[src/rtl/ahb_arb_defs_pkg.sv]
// Shared encodings for the AHB requester arbiter: HTRANS codes, FSM states and
// the owner-index width helper.
package ahb_arb_defs;

  localparam logic [1:0] HTRANS_IDLE   = 2'b00;
  localparam logic [1:0] HTRANS_NONSEQ = 2'b10;

  typedef enum logic [1:0] {
    ST_IDLE = 2'd0,
    ST_ADDR = 2'd1,
    ST_DATA = 2'd2
  } arb_state_e;

  // At least one bit so a two-requester build still has a real index.
  function automatic int unsigned owner_width(input int unsigned n);
    return (n <= 2) ? 1 : $clog2(n);
  endfunction

endpackage

[src/rtl/ahb_rr_arbiter.sv]
// Combinational round-robin select: first set request at or after ptr, wrapping.
// Produces both a one-hot grant and its index.
module ahb_rr_arbiter
  import ahb_arb_defs::*;
#(
  parameter int unsigned NUM_REQ = 2,
  parameter int unsigned IDX_W   = owner_width(NUM_REQ)
) (
  input  logic [NUM_REQ-1:0] req,
  input  logic [IDX_W-1:0]   ptr,
  output logic               any,
  output logic [NUM_REQ-1:0] gnt_oh,
  output logic [IDX_W-1:0]   gnt_idx
);

  int unsigned      cand;
  logic [IDX_W-1:0] cidx;

  // ptr is always below NUM_REQ, so a single subtraction wraps the candidate and
  // indices beyond NUM_REQ-1 can never be produced.
  always_comb begin
    any     = 1'b0;
    gnt_oh  = '0;
    gnt_idx = '0;
    cand    = 0;
    cidx    = '0;
    for (int unsigned i = 0; i < NUM_REQ; i++) begin
      cand = i + 32'(ptr);
      if (cand >= NUM_REQ) cand = cand - NUM_REQ;
      cidx = IDX_W'(cand);
      if (!any && req[cidx]) begin
        any          = 1'b1;
        gnt_oh[cidx] = 1'b1;
        gnt_idx      = cidx;
      end
    end
  end

endmodule

[src/rtl/ahb_apb_req_arbiter.sv]
// Round-robin sharing of one AHB-Lite master port between NUM_REQ requesters, one
// transfer in flight. Optional data-phase watchdog enabled by ARB_TIMEOUT_EN.
module ahb_apb_req_arbiter
  import ahb_arb_defs::*;
#(
  parameter int unsigned NUM_REQ     = 2,
  parameter int unsigned ADDR_WIDTH  = 32,
  parameter int unsigned DATA_WIDTH  = 32,
  parameter int unsigned TIMEOUT_CYC = 64
) (
  input  logic                          hclk,
  input  logic                          hresetn,
  input  logic [NUM_REQ-1:0]            req,
  input  logic [NUM_REQ-1:0]            req_write,
  input  logic [NUM_REQ*3-1:0]          req_size,
  input  logic [NUM_REQ*ADDR_WIDTH-1:0] req_addr,
  input  logic [NUM_REQ*DATA_WIDTH-1:0] req_wdata,
  output logic [NUM_REQ-1:0]            gnt,
  output logic [NUM_REQ-1:0]            done,
  output logic                          err,
  output logic [DATA_WIDTH-1:0]         rdata,
  output logic                          hsel,
  output logic [1:0]                    htrans,
  output logic                          hwrite,
  output logic [2:0]                    hsize,
  output logic [ADDR_WIDTH-1:0]         haddr,
  output logic [DATA_WIDTH-1:0]         hwdata,
  input  logic [DATA_WIDTH-1:0]         hrdata,
  input  logic                          hready
);

  localparam int unsigned IDX_W = owner_width(NUM_REQ);

  arb_state_e             state_q;
  logic [IDX_W-1:0]       ptr_q;
  logic [IDX_W-1:0]       owner_q;
  logic [DATA_WIDTH-1:0]  wdata_q;
  logic [NUM_REQ-1:0]     gnt_q;
  logic [NUM_REQ-1:0]     done_q;
  logic [DATA_WIDTH-1:0]  rdata_q;
  logic                   hsel_q;
  logic [1:0]             htrans_q;
  logic                   hwrite_q;
  logic [2:0]             hsize_q;
  logic [ADDR_WIDTH-1:0]  haddr_q;
  logic [DATA_WIDTH-1:0]  hwdata_q;

  logic                   sel_any;
  logic [NUM_REQ-1:0]     sel_oh;
  logic [IDX_W-1:0]       sel_idx;
  logic                   sel_write;
  logic [2:0]             sel_size;
  logic [ADDR_WIDTH-1:0]  sel_addr;
  logic [DATA_WIDTH-1:0]  sel_wdata;
  logic [NUM_REQ-1:0]     owner_oh;
  logic [IDX_W-1:0]       ptr_nxt;
  logic                   tmo_hit;

  ahb_rr_arbiter #(
    .NUM_REQ (NUM_REQ),
    .IDX_W   (IDX_W)
  ) u_rr (
    .req     (req),
    .ptr     (ptr_q),
    .any     (sel_any),
    .gnt_oh  (sel_oh),
    .gnt_idx (sel_idx)
  );

  // One-hot AND-OR mux of the winning requester's command fields.
  always_comb begin
    sel_write = 1'b0;
    sel_size  = '0;
    sel_addr  = '0;
    sel_wdata = '0;
    for (int unsigned i = 0; i < NUM_REQ; i++) begin
      if (sel_oh[i]) begin
        sel_write = req_write[i];
        sel_size  = req_size[i*3 +: 3];
        sel_addr  = req_addr[i*ADDR_WIDTH +: ADDR_WIDTH];
        sel_wdata = req_wdata[i*DATA_WIDTH +: DATA_WIDTH];
      end
    end
  end

  assign owner_oh = NUM_REQ'(1) << owner_q;
  assign ptr_nxt  = (owner_q == IDX_W'(NUM_REQ - 1)) ? '0 : owner_q + IDX_W'(1);

`ifdef ARB_TIMEOUT_EN
  localparam int unsigned TMO_W = $clog2(TIMEOUT_CYC) + 1;

  logic [TMO_W-1:0] tmo_cnt_q;
  logic             err_q;

  // Counter holds the number of DATA cycles already completed with hready low.
  assign tmo_hit = (state_q == ST_DATA) && !hready &&
                   (tmo_cnt_q == TMO_W'(TIMEOUT_CYC - 1));

  always_ff @(posedge hclk or negedge hresetn) begin
    if (!hresetn) begin
      tmo_cnt_q <= '0;
      err_q     <= 1'b0;
    end else begin
      err_q <= tmo_hit;
      if (state_q == ST_ADDR) begin
        tmo_cnt_q <= '0;
      end else if (state_q == ST_DATA) begin
        tmo_cnt_q <= tmo_cnt_q + 1'b1;
      end
    end
  end

  assign err = err_q;
`else
  logic unused_tmo_cfg;
  assign unused_tmo_cfg = (TIMEOUT_CYC == 0);
  assign tmo_hit        = 1'b0;
  assign err            = 1'b0;
`endif

  always_ff @(posedge hclk or negedge hresetn) begin
    if (!hresetn) begin
      state_q  <= ST_IDLE;
      ptr_q    <= '0;
      owner_q  <= '0;
      wdata_q  <= '0;
      gnt_q    <= '0;
      done_q   <= '0;
      rdata_q  <= '0;
      hsel_q   <= 1'b0;
      htrans_q <= HTRANS_IDLE;
      hwrite_q <= 1'b0;
      hsize_q  <= '0;
      haddr_q  <= '0;
      hwdata_q <= '0;
    end else begin
      gnt_q  <= '0;
      done_q <= '0;
      unique case (state_q)
        ST_IDLE: begin
          // hready low here means the bridge is still busy; issue nothing.
          if (sel_any && hready) begin
            owner_q  <= sel_idx;
            gnt_q    <= sel_oh;
            hsel_q   <= 1'b1;
            htrans_q <= HTRANS_NONSEQ;
            hwrite_q <= sel_write;
            hsize_q  <= sel_size;
            haddr_q  <= sel_addr;
            wdata_q  <= sel_wdata;
            state_q  <= ST_ADDR;
          end
        end
        ST_ADDR: begin
          hsel_q   <= 1'b0;
          htrans_q <= HTRANS_IDLE;
          if (hwrite_q) hwdata_q <= wdata_q;
          state_q  <= ST_DATA;
        end
        ST_DATA: begin
          if (hready || tmo_hit) begin
            if (hready && !hwrite_q) rdata_q <= hrdata;
            done_q  <= owner_oh;
            ptr_q   <= ptr_nxt;
            state_q <= ST_IDLE;
          end
        end
        default: state_q <= ST_IDLE;
      endcase
    end
  end

  assign gnt    = gnt_q;
  assign done   = done_q;
  assign rdata  = rdata_q;
  assign hsel   = hsel_q;
  assign htrans = htrans_q;
  assign hwrite = hwrite_q;
  assign hsize  = hsize_q;
  assign haddr  = haddr_q;
  assign hwdata = hwdata_q;

  a_gnt_onehot: assert property (@(posedge hclk) disable iff (!hresetn) $onehot0(gnt));
  a_done_onehot: assert property (@(posedge hclk) disable iff (!hresetn) $onehot0(done));
  a_htrans_legal: assert property (@(posedge hclk) disable iff (!hresetn)
                                   (htrans == HTRANS_IDLE) || (htrans == HTRANS_NONSEQ));

endmodule

[config.mk]
export PLATFORM = sky130hd
export DESIGN_NAME = ahb_apb_req_arbiter
export DESIGN_NICKNAME = d
export VERILOG_FILES = /design/src/rtl/ahb_arb_defs_pkg.sv /design/src/rtl/ahb_rr_arbiter.sv /design/src/rtl/ahb_apb_req_arbiter.sv
export SDC_FILE = /design/constraint.sdc
export NUM_CORES = 1
export LEC_CHECK = 0
export CAP_MARGIN = 20
export CORE_UTILIZATION = 44
export DETAILED_ROUTE_END_ITERATION = 6
export PLACE_DENSITY_LB_ADDON = 0.2
export SYNTH_ARGS = -nofsm -noshare
export SYNTH_HDL_FRONTEND = slang
export SYNTH_SLANG_ARGS = --single-unit
[constraint.sdc]
create_clock -name hclk -period 2.3 [get_ports hclk]
set_clock_uncertainty 0.1 [all_clocks]
set_input_delay 0.46 -clock hclk [delete_from_list [all_inputs] [get_ports hclk]]
set_output_delay 0.46 -clock hclk [all_outputs]
set_load 0.02 [all_outputs]
Yosys cells after proc, flatten, opt, wreduce, memory -nomap -nowiden
Cells that the tools add are included.

storage, ports and cells
  register bits after elaboration = 143
  word-level logic and storage cells = 80

cells by class
  add/sub/neg operators = 4
  order comparisons = 6
  eq/ne operators = 4
  shift operators = 1
  muxes and demuxes = 36
  bitwise operators = 1
  reduce and logical (&&, ||, !) cells = 15

operator list
  cell                                                         number
  two-way mux 32 bit                                           4
  two-way mux 2 bit                                            9
  two-way mux 1 bit                                            16
  AND reduction 2 bit                                          5
  two-way mux 3 bit                                            2
  one-hot mux 2 bit (3 select lines)                           1
  logical AND 1 bit                                            5
  less-than comparator 1 x 2 -> 1 bit (second input constant)  2
  inequality test 2 bit (second input constant)                2
  one-hot mux 2 bit (2 select lines)                           1
  AND reduction 3 bit                                          1
  adder 1 x 1 -> 2 bit (first input constant)                  1
  demux 1 bit (select 1 bit)                                   2
  == test 2 x 1 -> 1 bit (second input constant)               1
  == test 2 bit (second input constant)                        1
  >= comparator 1 bit (second input constant)                  2
  >= comparator 1 x 2 -> 1 bit (second input constant)         1
  >= comparator 2 bit (second input constant)                  1
  zero test 1 bit                                              2
  zero test 2 bit                                              1
  OR 2 bit                                                     1
  one-hot mux 1 bit (2 select lines)                           1
  nonzero test 2 bit                                           1
  left shift 1 x 1 -> 2 bit (first input constant)             1
  other kinds (2)                                              3

Depth between registers and ports, before layout
Gate-level depths: netlist of the first run.

  depth in word-level cells = 11
  mapped depth = 6
  gate-level depth less buffers = 4

Hierarchy
From an unflattened synthesis of the first run, not the netlist that was laid out.

second synthesis, totals
  cells, all modules = 474
  area total of the unflattened synthesis = 5741.8 um2

by module, submodules not included
  module               instances  cells an instance  area an instance (um2)  sequential area each (um2)
  ahb_apb_req_arbiter  1          469                5709.2                  3528.4
  ahb_rr_arbiter       1          5                  32.5                    0.0

Worst setup path after synthesis of the first run
Ideal clock, no wire load.

  kind = input-to-reg
  start = in req[0]
  end = reg haddr_q[13] (netlist: haddr[13])
  setup time = 0.128 ns
  arrival = 1.298 ns
  slack = 0.774 ns
  cell stages on the path = 6
  buffers on the path = 3
  cells stage by stage = nor2b_1 buf_2 buf_2 buf_2 o32ai_1 a2bb2oi_1

on the way
  cells in the longest elaborated chain, start to end = 8
  elaborated cells on any way between the ends = 15
  classes of those cells = mux: 10; bitwise: 1; reduce/logical: 4

RTL lines
  item                                                              RTL line                                               text
  start, declared                                                   ahb_apb_req_arbiter.sv:13                              input logic [NUM_REQ-1:0] req,
  two-way mux 1 bit (implied by the code) (2 in series)             ahb_rr_arbiter.sv:31                                   if (!any && req[cidx]) begin
  two-way mux 1 bit                                                 ahb_rr_arbiter.sv:31
  zero test 1 bit                                                   ahb_rr_arbiter.sv:31
  logical AND 1 bit                                                 ahb_rr_arbiter.sv:31
  two-way mux 2 bit / two-way mux 1 bit (equally long branches)     ahb_rr_arbiter.sv:31
  two-way mux 32 bit / logical AND 1 bit (equally long branches)    ahb_apb_req_arbiter.sv:77, ahb_apb_req_arbiter.sv:142
  two-way mux 32 bit / AND reduction 2 bit (equally long branches)  --
  end signal, assigned                                              ahb_apb_req_arbiter.sv:149                             haddr_q <= sel_addr;
  end, declared                                                     ahb_apb_req_arbiter.sv:45                              logic [ADDR_WIDTH-1:0] haddr_q;

Several ways; a longest one is shown, not always the timed one. The select of a mux whose other input is x is not followed.
A chain may end at the register's enable or synchronous reset.

Worst setup path in the final report of the first run
  start = reg hwrite_q (netlist: hwrite)
  end = out hwrite

RTL lines
  item                    RTL line                    text
  start, declared         ahb_apb_req_arbiter.sv:43   logic hwrite_q;
  start signal, assigned  ahb_apb_req_arbiter.sv:147  hwrite_q <= sel_write;
  end, declared           ahb_apb_req_arbiter.sv:24   output logic hwrite,

No word-level cell between the ends.

==> results.sh, run 1 <==
export IMPL_vias_per_cell=5.472
export IMPL_coreArea_mm2=0.01277
export IMPL_drc_errors=0
export IMPL_cp_slowest_cell="clkdlybuf4s50_1"
export IMPL_clk_latency_ns=0.40
export IMPL_setup_viol=0
export IMPL_hold_path_class="flip-flop to flip-flop"
export IMPL_seq_area_frac_synth=0.6062
export IMPL_cp_arrival_ns=1.47
export IMPL_startpoint_type="flip-flop"
export IMPL_dp_hpwl_um=11440
export IMPL_antenna_found_initial=0
export IMPL_fin_setup_tns_ns=0
export IMPL_ys_seq_elements=141
export IMPL_drive_gt1_frac=0.1650
export IMPL_r2r_cells=5
export IMPL_critPathCaptureType="output pin"
export IMPL_switching_share=0.3305
export IMPL_regToRegStartpoint="state_q[1]"
export IMPL_portBuffers=278
export IMPL_max_stage_delay_ns=0.65
export IMPL_seqPwrFrac=0.350
export IMPL_holdWs_ns=0.3461
export IMPL_crit_family="buffers and inverters"
export IMPL_path_clk_slew_ns=0.06
export IMPL_grt_total_usage=0.2445
export IMPL_ys_types=22
export IMPL_die_h_um=117.0
export IMPL_reg2reg_slack_ns=0.65
export IMPL_hold_viol_final=0
export IMPL_syn_inst=410
export IMPL_syn_to_final_growth_pct=61.01
export IMPL_syn_avg_cell_area_um2=14.20
export IMPL_ctsHtreeMaxLevel=4
export IMPL_cts_sinks=141
export IMPL_die_w_um=117.0
export IMPL_leakagePower_nw=3.695
export IMPL_ioPinCount=281
export IMPL_cap_violations=0
export IMPL_power_density_mw_per_mm2=1302
export IMPL_switching_power_mw=4.032
export IMPL_dr_pass1_iters=4
export IMPL_cp_num_cells=1
export IMPL_cts_root_buf="clkbuf_16"
export IMPL_reg2reg_to="wdata_q[3]"
export IMPL_post_cts_setup_buffers=0
export IMPL_p_comb_frac=0.432
export IMPL_n_antenna_cell=0
export IMPL_gp_congestion=0.7370
export IMPL_p_int_mw=8.166
export IMPL_crit_end="hwrite"
export IMPL_route_vias_total=4722
export IMPL_clkPwrFrac=0.218
export IMPL_gr_total_overflow=0
export IMPL_mostFrequentLayoutCell="clkdlybuf4s50_1"
export IMPL_crit_path_start="hwrite"
export IMPL_num_rows=41
export IMPL_worstPathRequired_ns=1.74
export IMPL_grt_pass1_wl_um=24920
export IMPL_period_share=0.8834
export IMPL_vdd_drop_max_v=0.0009830
export IMPL_layout_common_cells="277 x clkdlybuf4s50_1, 141 x dfrtp_1, 68 x o32ai_1, 68 x a2bb2oi_1, 63 x mux2_2"
export IMPL_period_needed_ns=2.032
export IMPL_drt_iter0_markers=257
export IMPL_grt_max_degree=69
export IMPL_path_cells="clkdlybuf4s50_1"
export IMPL_start_util=0.4557
export IMPL_fmax_mhz=492.2
export IMPL_grt_setup_unrepaired="no"
export IMPL_grt_pass1_vias=4843
export IMPL_ant_nets=0
export IMPL_final_nets=852
export IMPL_path_max_fanout=4
export IMPL_setup_worst_path_class="flip-flop to output pin"
export IMPL_status="complete, no violations"
export IMPL_cts_tree="yes"
export IMPL_path_buf_inv=1
export IMPL_die_area_mm2=0.01369
export IMPL_finalWirelength_um=16370
export IMPL_cts_made_buffers=17
export IMPL_cts_buffer_depth=2
export IMPL_wl_per_cell_um=18.96
export IMPL_cts_resized=0
export IMPL_syn_area_mm2=0.005821
export IMPL_final_max_slew_viol_count=0
export IMPL_synth_warnings=0
## cells by family after synthesis
| family | after synthesis | synth area share |
|---|---|---|
| AOI/OAI and AO/OA | 139 | 0.2087 |
| other | 1 | 0.0006443 |
| buffers and inverters | 48 | 0.04213 |
| muxes | 65 | 0.1258 |
| and+or+nand+nor | 16 | 0.01655 |
| DFF | 141 | 0.6062 |
## final cells by class
cell class	instances	area (um^2)
well taps	172	215.2
flip-flops and latches	141	3528
repair buffers	295	2977
inverters	2	7.507
multi-input cells	222	2064
clock buffers	25	495.5
clock inverters	6	83.83
fillers	870	3402
## worst min-delay path by stage
| stage | startpoint | to | slack (ns) | cells past startpoint |
|---|---|---|---|---|
| final | owner_q | done[0] | 0.35 | 1 |
| after global routing | owner_q | done[0] | 0.37 | 1 |
| after detailed placement | hresetn | hwdata[19] | 0.31 | 1 |
| after CTS | owner_q | done[0] | 0.35 | 1 |
| after floorplan | hresetn | done[0] | 0.06 | 0 |
| after global placement | hresetn | hwdata[19] | 0.30 | 1 |
## routing by layer
| metal | global-route usage | vias to the layer above | routed length (um) | part of all wire |
|---|---|---|---|---|
| li1 | - | 2159 | - | - |
| met3 | 0.08960 | 24 | 1258 | 0.077 |
| met2 | 0.4095 | 188 | 8219 | 0.50 |
| met5 | 0 | - | 0 | 0 |
| met1 | 0.2911 | 2351 | 6539 | 0.40 |
| met4 | 0.08692 | 0 | 346 | 0.021 |
## repair_timing
action,4_1_cts,5_1_grt
endpoints found under the hold margin,43,0
setup endpoints to repair,0,0
hold buffers,1,0
## sequential cells by signal, summed over array words and instances (netlist names)
| name | cells |
|---|---|
| ptr_q | 1 |
| wdata_q | 32 |
| gnt | 2 |
| hsize | 3 |
| haddr | 32 |
| hwrite | 1 |
| owner_q | 1 |
| done | 2 |
| rdata | 32 |
| htrans | 1 |
| state_q | 2 |
| hwdata | 32 |
## synthesized netlist by cell type
cell type  number  share of area
dfrtp_1       141           0.61
a2bb2oi_1      68           0.10
o32ai_1        68           0.10
mux2_2         63           0.12
clkbuf_1       20          0.013
buf_2          13          0.011
buf_4          13          0.017
nor2_1          4         0.0026
and2_1          2         0.0021
inv_2           2         0.0013
mux2_1          2         0.0039
nand2_1         2         0.0013
nand2b_1        2         0.0021
nand3b_1        2         0.0026
a21bo_2         1         0.0017
and3b_1         1         0.0015
conb_1          1        0.00064
nor2_2          1         0.0011
nor2b_1         1         0.0011
nor3b_2         1         0.0021
o21ai_0         1        0.00086
o21ai_2         1         0.0015
## worst reg2reg max path, stage by stage, from the launching register on
cell       delay [ns]
dfrtp_1          0.44
nor3b_4          0.30
o21ai_2          0.12
inv_2            0.11
buf_12           0.25
a2bb2oi_1        0.26
## power by group through the flow
stage / registers, mW / logic (mW) / clock network, mW
after global placement: 4.23 / 5.19 / 0
after global routing: 4.42 / 5.56 / 2.83
after CTS: 4.29 / 5.32 / 2.71
after floorplan: 5.24 / 1.69 / 0
final: 4.27 / 5.27 / 2.66
after detailed placement: 4.28 / 5.30 / 0
## through the flow
| stage | util | cells | area, um^2 | total power [mW] | setup WS, ns |
|---|---|---|---|---|---|
| 6_report | 0.7337 | 863 | 9371 | 12.20 | 0.2681 |
| 2_1_floorplan | - | 411 | 5824 | 6.928 | 0.7740 |
| 5_1_grt | 0.7337 | 863 | 9371 | 12.80 | 0.2018 |
| 3_5_place_dp | 0.6875 | 831 | 8782 | 9.576 | 0.1237 |
| 4_1_cts | 0.7337 | 863 | 9371 | 12.32 | 0.2237 |
| 3_3_place_gp | 0.6875 | 831 | 8782 | 9.420 | 0.2029 |
Power figures use the tool's default switching activity.
==> run 2, diff against run 1 <==
--- a/config.mk
+++ b/config.mk
@@ -5,8 +5,7 @@
 export SDC_FILE = /design/constraint.sdc
 export NUM_CORES = 1
 export LEC_CHECK = 0
-export CAP_MARGIN = 20
-export CORE_UTILIZATION = 44
+export CORE_UTILIZATION = 37
 export DETAILED_ROUTE_END_ITERATION = 6
 export PLACE_DENSITY_LB_ADDON = 0.2
 export SYNTH_ARGS = -nofsm -noshare
==> constraint.sdc (replaced) <==
create_clock -name hclk -period 1.8 [get_ports hclk]
set_clock_uncertainty 0.1 [all_clocks]
set_input_delay 0.36 -clock hclk [delete_from_list [all_inputs] [get_ports hclk]]
set_output_delay 0.36 -clock hclk [all_outputs]
set_load 0.02 [all_outputs]
==> run 2 against run 1 <==
Critical path depth did not move; combinational power rose by 17%; die area rose by 19%; first-iteration DRC count fell by 39%; sequential share of layout area fell by 0.41 points; final cell count rose by 6.0%; sequential power rose by 27%; clock power rose by 25%.
==> results.sh, run 2 (same netlist as run 1, synthesis figures left out) <==
export IMPL_fin_setup_tns_ns=0
export IMPL_die_h_um=127.4
export IMPL_wl_per_cell_um=19.37
export IMPL_power_density_mw_per_mm2=1570
export IMPL_grt_pass1_vias=5294
export IMPL_final_max_slew_viol_count=0
export IMPL_path_cells="dlygate4sd2_1"
export IMPL_place_area_mm2=0.009034
export IMPL_totalPowerFinal_mw=14.88
export IMPL_clk_latency_ns=0.42
export IMPL_portBuffers=278
export IMPL_cp_slowest_cell="dfrtp_1"
export IMPL_n_antenna_cell=0
export IMPL_finalWorstSetupSlack_ns=0.1039
export IMPL_grt_total_usage=0.2261
export IMPL_mostFrequentLayoutCell="clkdlybuf4s50_1"
export IMPL_route_vias_total=4817
export IMPL_die_w_um=127.4
export IMPL_coreArea_mm2=0.01526
export IMPL_drt_iter0_markers=157
export IMPL_crit_family="flip-flops"
export IMPL_fmax_mhz=589.6
export IMPL_cts_made_buffers=17
export IMPL_setup_worst_path_class="flip-flop to output pin"
export IMPL_grt_pass1_wl_um=27930
export IMPL_finalWirelength_um=17720
export IMPL_die_area_mm2=0.01624
export IMPL_grt_max_degree=54
export IMPL_holdWs_ns=0.2947
export IMPL_cts_sinks=141
export IMPL_final_nets=864
export IMPL_layout_common_cells="171 x clkdlybuf4s50_1, 141 x dfrtp_1, 106 x dlygate4sd2_1"
export IMPL_syn_to_final_growth_pct=62.79
export IMPL_path_buf_inv=1
export IMPL_period_needed_ns=1.696
export IMPL_leakagePower_nw=3.887
export IMPL_post_cts_setup_buffers=0
export IMPL_fin_cells=915
export IMPL_dp_slack_ns=-0.1939
export IMPL_hold_path_class="input pin to asynchronous set/reset pin"
export IMPL_startpoint_type="flip-flop"
export IMPL_gr_total_overflow=0
export IMPL_ctsHtreeMaxLevel=4
export IMPL_final_cell_area_mm2=0.009475
export IMPL_max_stage_delay_ns=0.42
export IMPL_vias_per_cell=5.264
export IMPL_cap_violations=0
export IMPL_path_clk_slew_ns=0.06
export IMPL_dp_cells=882
export IMPL_critPathCaptureType="output pin"
export IMPL_ioPinCount=281
export IMPL_start_util=0.3815
export IMPL_cp_arrival_ns=1.24
export IMPL_num_rows=45
export IMPL_status="complete, no violations"
export IMPL_dr_pass1_iters=4
export IMPL_worstPathRequired_ns=1.34
export IMPL_setup_viol=0
export IMPL_fillers=1257
export IMPL_path_max_fanout=4
export IMPL_antenna_found_initial=0
export IMPL_vdd_drop_max_v=0.0008311
export IMPL_drc_errors=0
export IMPL_postLayoutCoreUtil=0.6210
export IMPL_ant_nets=0
export IMPL_cts_root_buf="clkbuf_16"
export IMPL_hold_viol_final=0
export IMPL_cts_buffer_depth=2
export IMPL_grt_setup_unrepaired="no"
export IMPL_gp_congestion=0.7475
export IMPL_cts_tree="yes"
export IMPL_drive_gt1_frac=0.1832
export IMPL_dp_hpwl_um=12640
export IMPL_period_share=0.9423
-- run 2: cell types whose count changed in the layout (fill, tap and decap cells not counted), sizes merged --
cell	change
clkdlybuf4s50	-106
dlygate4sd2	+106
buf	+12
clkbuf	-3
clkinvlp	+3
clkinv	+2
bufinv	-1
-- run 2: per-layer routing --
| layer | global-route usage | part of all wire | up-vias |
|---|---|---|---|
| li1 | - | - | 2186 |
| met1 | 0.2563 | 0.40 | 2416 |
| met2 | 0.3960 | 0.51 | 187 |
| met3 | 0.07831 | 0.076 | 28 |
| met4 | 0.07703 | 0.021 | 0 |
| met5 | 0 | 0 | - |
-- run 2: report_power, final --
group / internal (mW) / switching, mW
Combinational: 2.98 / 3.16
Sequential: 4.62 / 0.801
Clock: 2.00 / 1.32
Total: 9.60 / 5.28
-- run 2: area by class of cell --
| type | count | area (um^2) | share of cell area |
|---|---|---|---|
| clock buffers | 22 | 474.2 | 0.05005 |
| well taps | 211 | 264.0 | 0.02786 |
| clock inverters | 10 | 90.09 | 0.009507 |
| multi-input cells | 222 | 2064 | 0.2179 |
| repair buffers | 307 | 3047 | 0.3215 |
| flip-flops and latches | 141 | 3528 | 0.3724 |
| inverters | 2 | 7.507 | 0.0007923 |
-- run 2: repair_timing --
item	4_1_cts	5_1_grt
endpoints found under the hold margin	26	0
gates resized for setup	106	0
hold buffers	1	0
setup endpoints to repair	106	0
-- run 2: path summary, 6_finish.rpt --
check,startpoint,to,slack [ns],cells past startpoint
min reg2reg,owner_q,done[0],0.38,1
min,hresetn,wdata_q[10],0.29,2
max reg2reg,state_q[0],rdata[9],0.15,4
max,hwrite,hwrite,0.10,1
min in group hclk,owner_q,done[0],0.38,1
max in group asynchronous,hresetn,rdata[22],0.77,3
==> run 3, diff against run 2 <==
--- a/config.mk
+++ b/config.mk
@@ -5,9 +5,11 @@
 export SDC_FILE = /design/constraint.sdc
 export NUM_CORES = 1
 export LEC_CHECK = 0
+export CORE_ASPECT_RATIO = 0.75
 export CORE_UTILIZATION = 37
 export DETAILED_ROUTE_END_ITERATION = 6
 export PLACE_DENSITY_LB_ADDON = 0.2
+export SLEW_MARGIN = 20
 export SYNTH_ARGS = -nofsm -noshare
 export SYNTH_HDL_FRONTEND = slang
 export SYNTH_SLANG_ARGS = --single-unit
==> run 3 against run 2 <==
Setup slack lost 0.0062 ns; utilization grew 0.19 points; routed wire length decreased by 3.2%; fmax decreased by 0.37%; via count shrank 2.1%; sequential share of layout area is 0.27 points lower; flip-flop and latch count unchanged; power grew 3.1%; clock-buffer cell count shrank 3; sequential power about the same; critical endpoint unchanged; largest power group unchanged.
==> results.sh, run 3 (same netlist as run 1, synthesis figures left out) <==
export IMPL_grt_setup_unrepaired="no"
export IMPL_cts_sinks=141
export IMPL_route_vias_total=4714
export IMPL_reg2reg_to="rdata[6]"
export IMPL_gr_total_overflow=0
export IMPL_start_util=0.3799
export IMPL_wl_met3_um=1310
export IMPL_max_stage_delay_ns=0.46
export IMPL_cts_root_buf="clkbuf_16"
export IMPL_met1Wirelength_um=7336
export IMPL_die_h_um=110.6
export IMPL_drt_iter0_markers=172
export IMPL_fmax_mhz=587.4
export IMPL_maxUsedRoutingLayer="met4"
export IMPL_finalWirelength_um=17150
export IMPL_setup_viol=0
export IMPL_wl_per_cell_um=18.93
export IMPL_cts_buffer_depth=2
export IMPL_cts_tree="yes"
export IMPL_grt_total_usage=0.2187
export IMPL_final_max_slew_viol_count=0
export IMPL_portBuffers=278
export IMPL_period_needed_ns=1.702
export IMPL_die_area_mm2=0.01624
export IMPL_ctsHtreeMaxLevel=4
export IMPL_path_cells="dlygate4sd2_1"
export IMPL_vdd_drop_max_v=0.0007357
export IMPL_syn_to_final_growth_pct=63.97
export IMPL_vias_per_cell=5.203
export IMPL_hold_path_class="input pin to asynchronous set/reset pin"
export IMPL_cts_made_buffers=17
export IMPL_hold_viol_final=0
export IMPL_period_share=0.9458
export IMPL_path_clk_slew_ns=0.06
export IMPL_clk_latency_ns=0.41
export IMPL_seq_area_mm2=0.003528
export IMPL_power_density_mw_per_mm2=1608
export IMPL_leakagePower_nw=3.921
export IMPL_met2_length_um=8166
export IMPL_path_buf_inv=1
export IMPL_path_max_fanout=4
export IMPL_startpoint_type="flip-flop"
export IMPL_mostFrequentLayoutCell="clkdlybuf4s50_1"
export IMPL_gp_congestion=0.7873
export IMPL_dp_hpwl_um=12230
export IMPL_crit_path_start="hwrite"
export IMPL_num_rows=39
export IMPL_grt_pass1_wl_um=27280
export IMPL_worstPathRequired_ns=1.34
export IMPL_drc_errors=0
export IMPL_antenna_found_initial=0
export IMPL_ant_nets=0
export IMPL_dr_pass1_iters=4
export IMPL_r2r_cells=4
export IMPL_coreArea_mm2=0.01532
export IMPL_drive_gt1_frac=0.1812
export IMPL_cp_slowest_cell="dfrtp_1"
export IMPL_crit_family="flip-flops"
export IMPL_crit_end="hwrite"
export IMPL_layout_common_cells="171 x clkdlybuf4s50_1, 141 x dfrtp_1, 106 x dlygate4sd2_1"
export IMPL_cp_num_cells=1
export IMPL_post_cts_setup_buffers=0
export IMPL_regToRegStartpoint="state_q[0]"
export IMPL_n_antenna_cell=0
export IMPL_place_area_mm2=0.009009
export IMPL_reg2reg_slack_ns=0.16
export IMPL_ioPinCount=281
export IMPL_grt_pass1_vias=5062
export IMPL_cap_violations=0
export IMPL_multiInputGateArea_mm2=0.002069
export IMPL_setup_worst_path_class="flip-flop to output pin"
export IMPL_grt_max_degree=52
export IMPL_die_w_um=146.8
export IMPL_critPathCaptureType="output pin"
export IMPL_final_cell_area_mm2=0.009544
export IMPL_fillers=1248
export IMPL_cp_arrival_ns=1.24
export IMPL_status="complete, no violations"
export IMPL_final_nets=861
export IMPL_totalPowerFinal_mw=15.35
## run 3: repair_timing
action	in CTS	in global routing
endpoints found under the setup margin	106	0
resized for setup	106	0
hold buffers	1	0
endpoints found under the hold margin	25	0
## run 3: where the power goes
group | internal (mW) | switching, mW
Combinational | 2.96 | 3.11
Sequential | 4.62 | 0.781
Clock | 2.51 | 1.37
## run 3: final cells by class
| type | instances | share of cell area |
|---|---|---|
| clock inverters | 13 | 0.02255 |
| clock buffers | 19 | 0.04641 |
| well taps | 205 | 0.02687 |
| inverters | 2 | 0.0007866 |
| repair buffers | 304 | 0.3169 |
| multi-input cells | 222 | 0.2168 |
| flip-flops and latches | 141 | 0.3697 |
## run 3: per-stage QoR
stage          TNS (ns)  setup WS, ns  cells  utilization  hold slack (ns)
5_1_grt               0       0.06309    906       0.6229           0.3005
4_1_cts               0       0.05891    906       0.6229           0.2723
3_5_place_dp     -13.33       -0.1922    873       0.5879           0.1563
2_1_floorplan         0        0.2911    411            -         -0.03559
3_3_place_gp     -11.42       -0.1780    873       0.5879           0.1484
6_report              0       0.09762    906       0.6229           0.2837
## run 3: how the worst min path moves through the flow
stage | from | endpoint | slack [ns]
after floorplan | hresetn | done[0] | -0.04
after global placement | hresetn | rdata[11] | 0.15
after detailed placement | hresetn | rdata[2] | 0.16
after CTS | hresetn | rdata[2] | 0.27
after global routing | hresetn | rdata[8] | 0.30
final | hresetn | rdata[2] | 0.28
## run 3: routing by layer
layer	global-route usage	up-vias
met2	0.3517	186
met3	0.07355	22
met5	0	-
met4	0.07917	0
li1	-	2181
met1	0.2731	2325
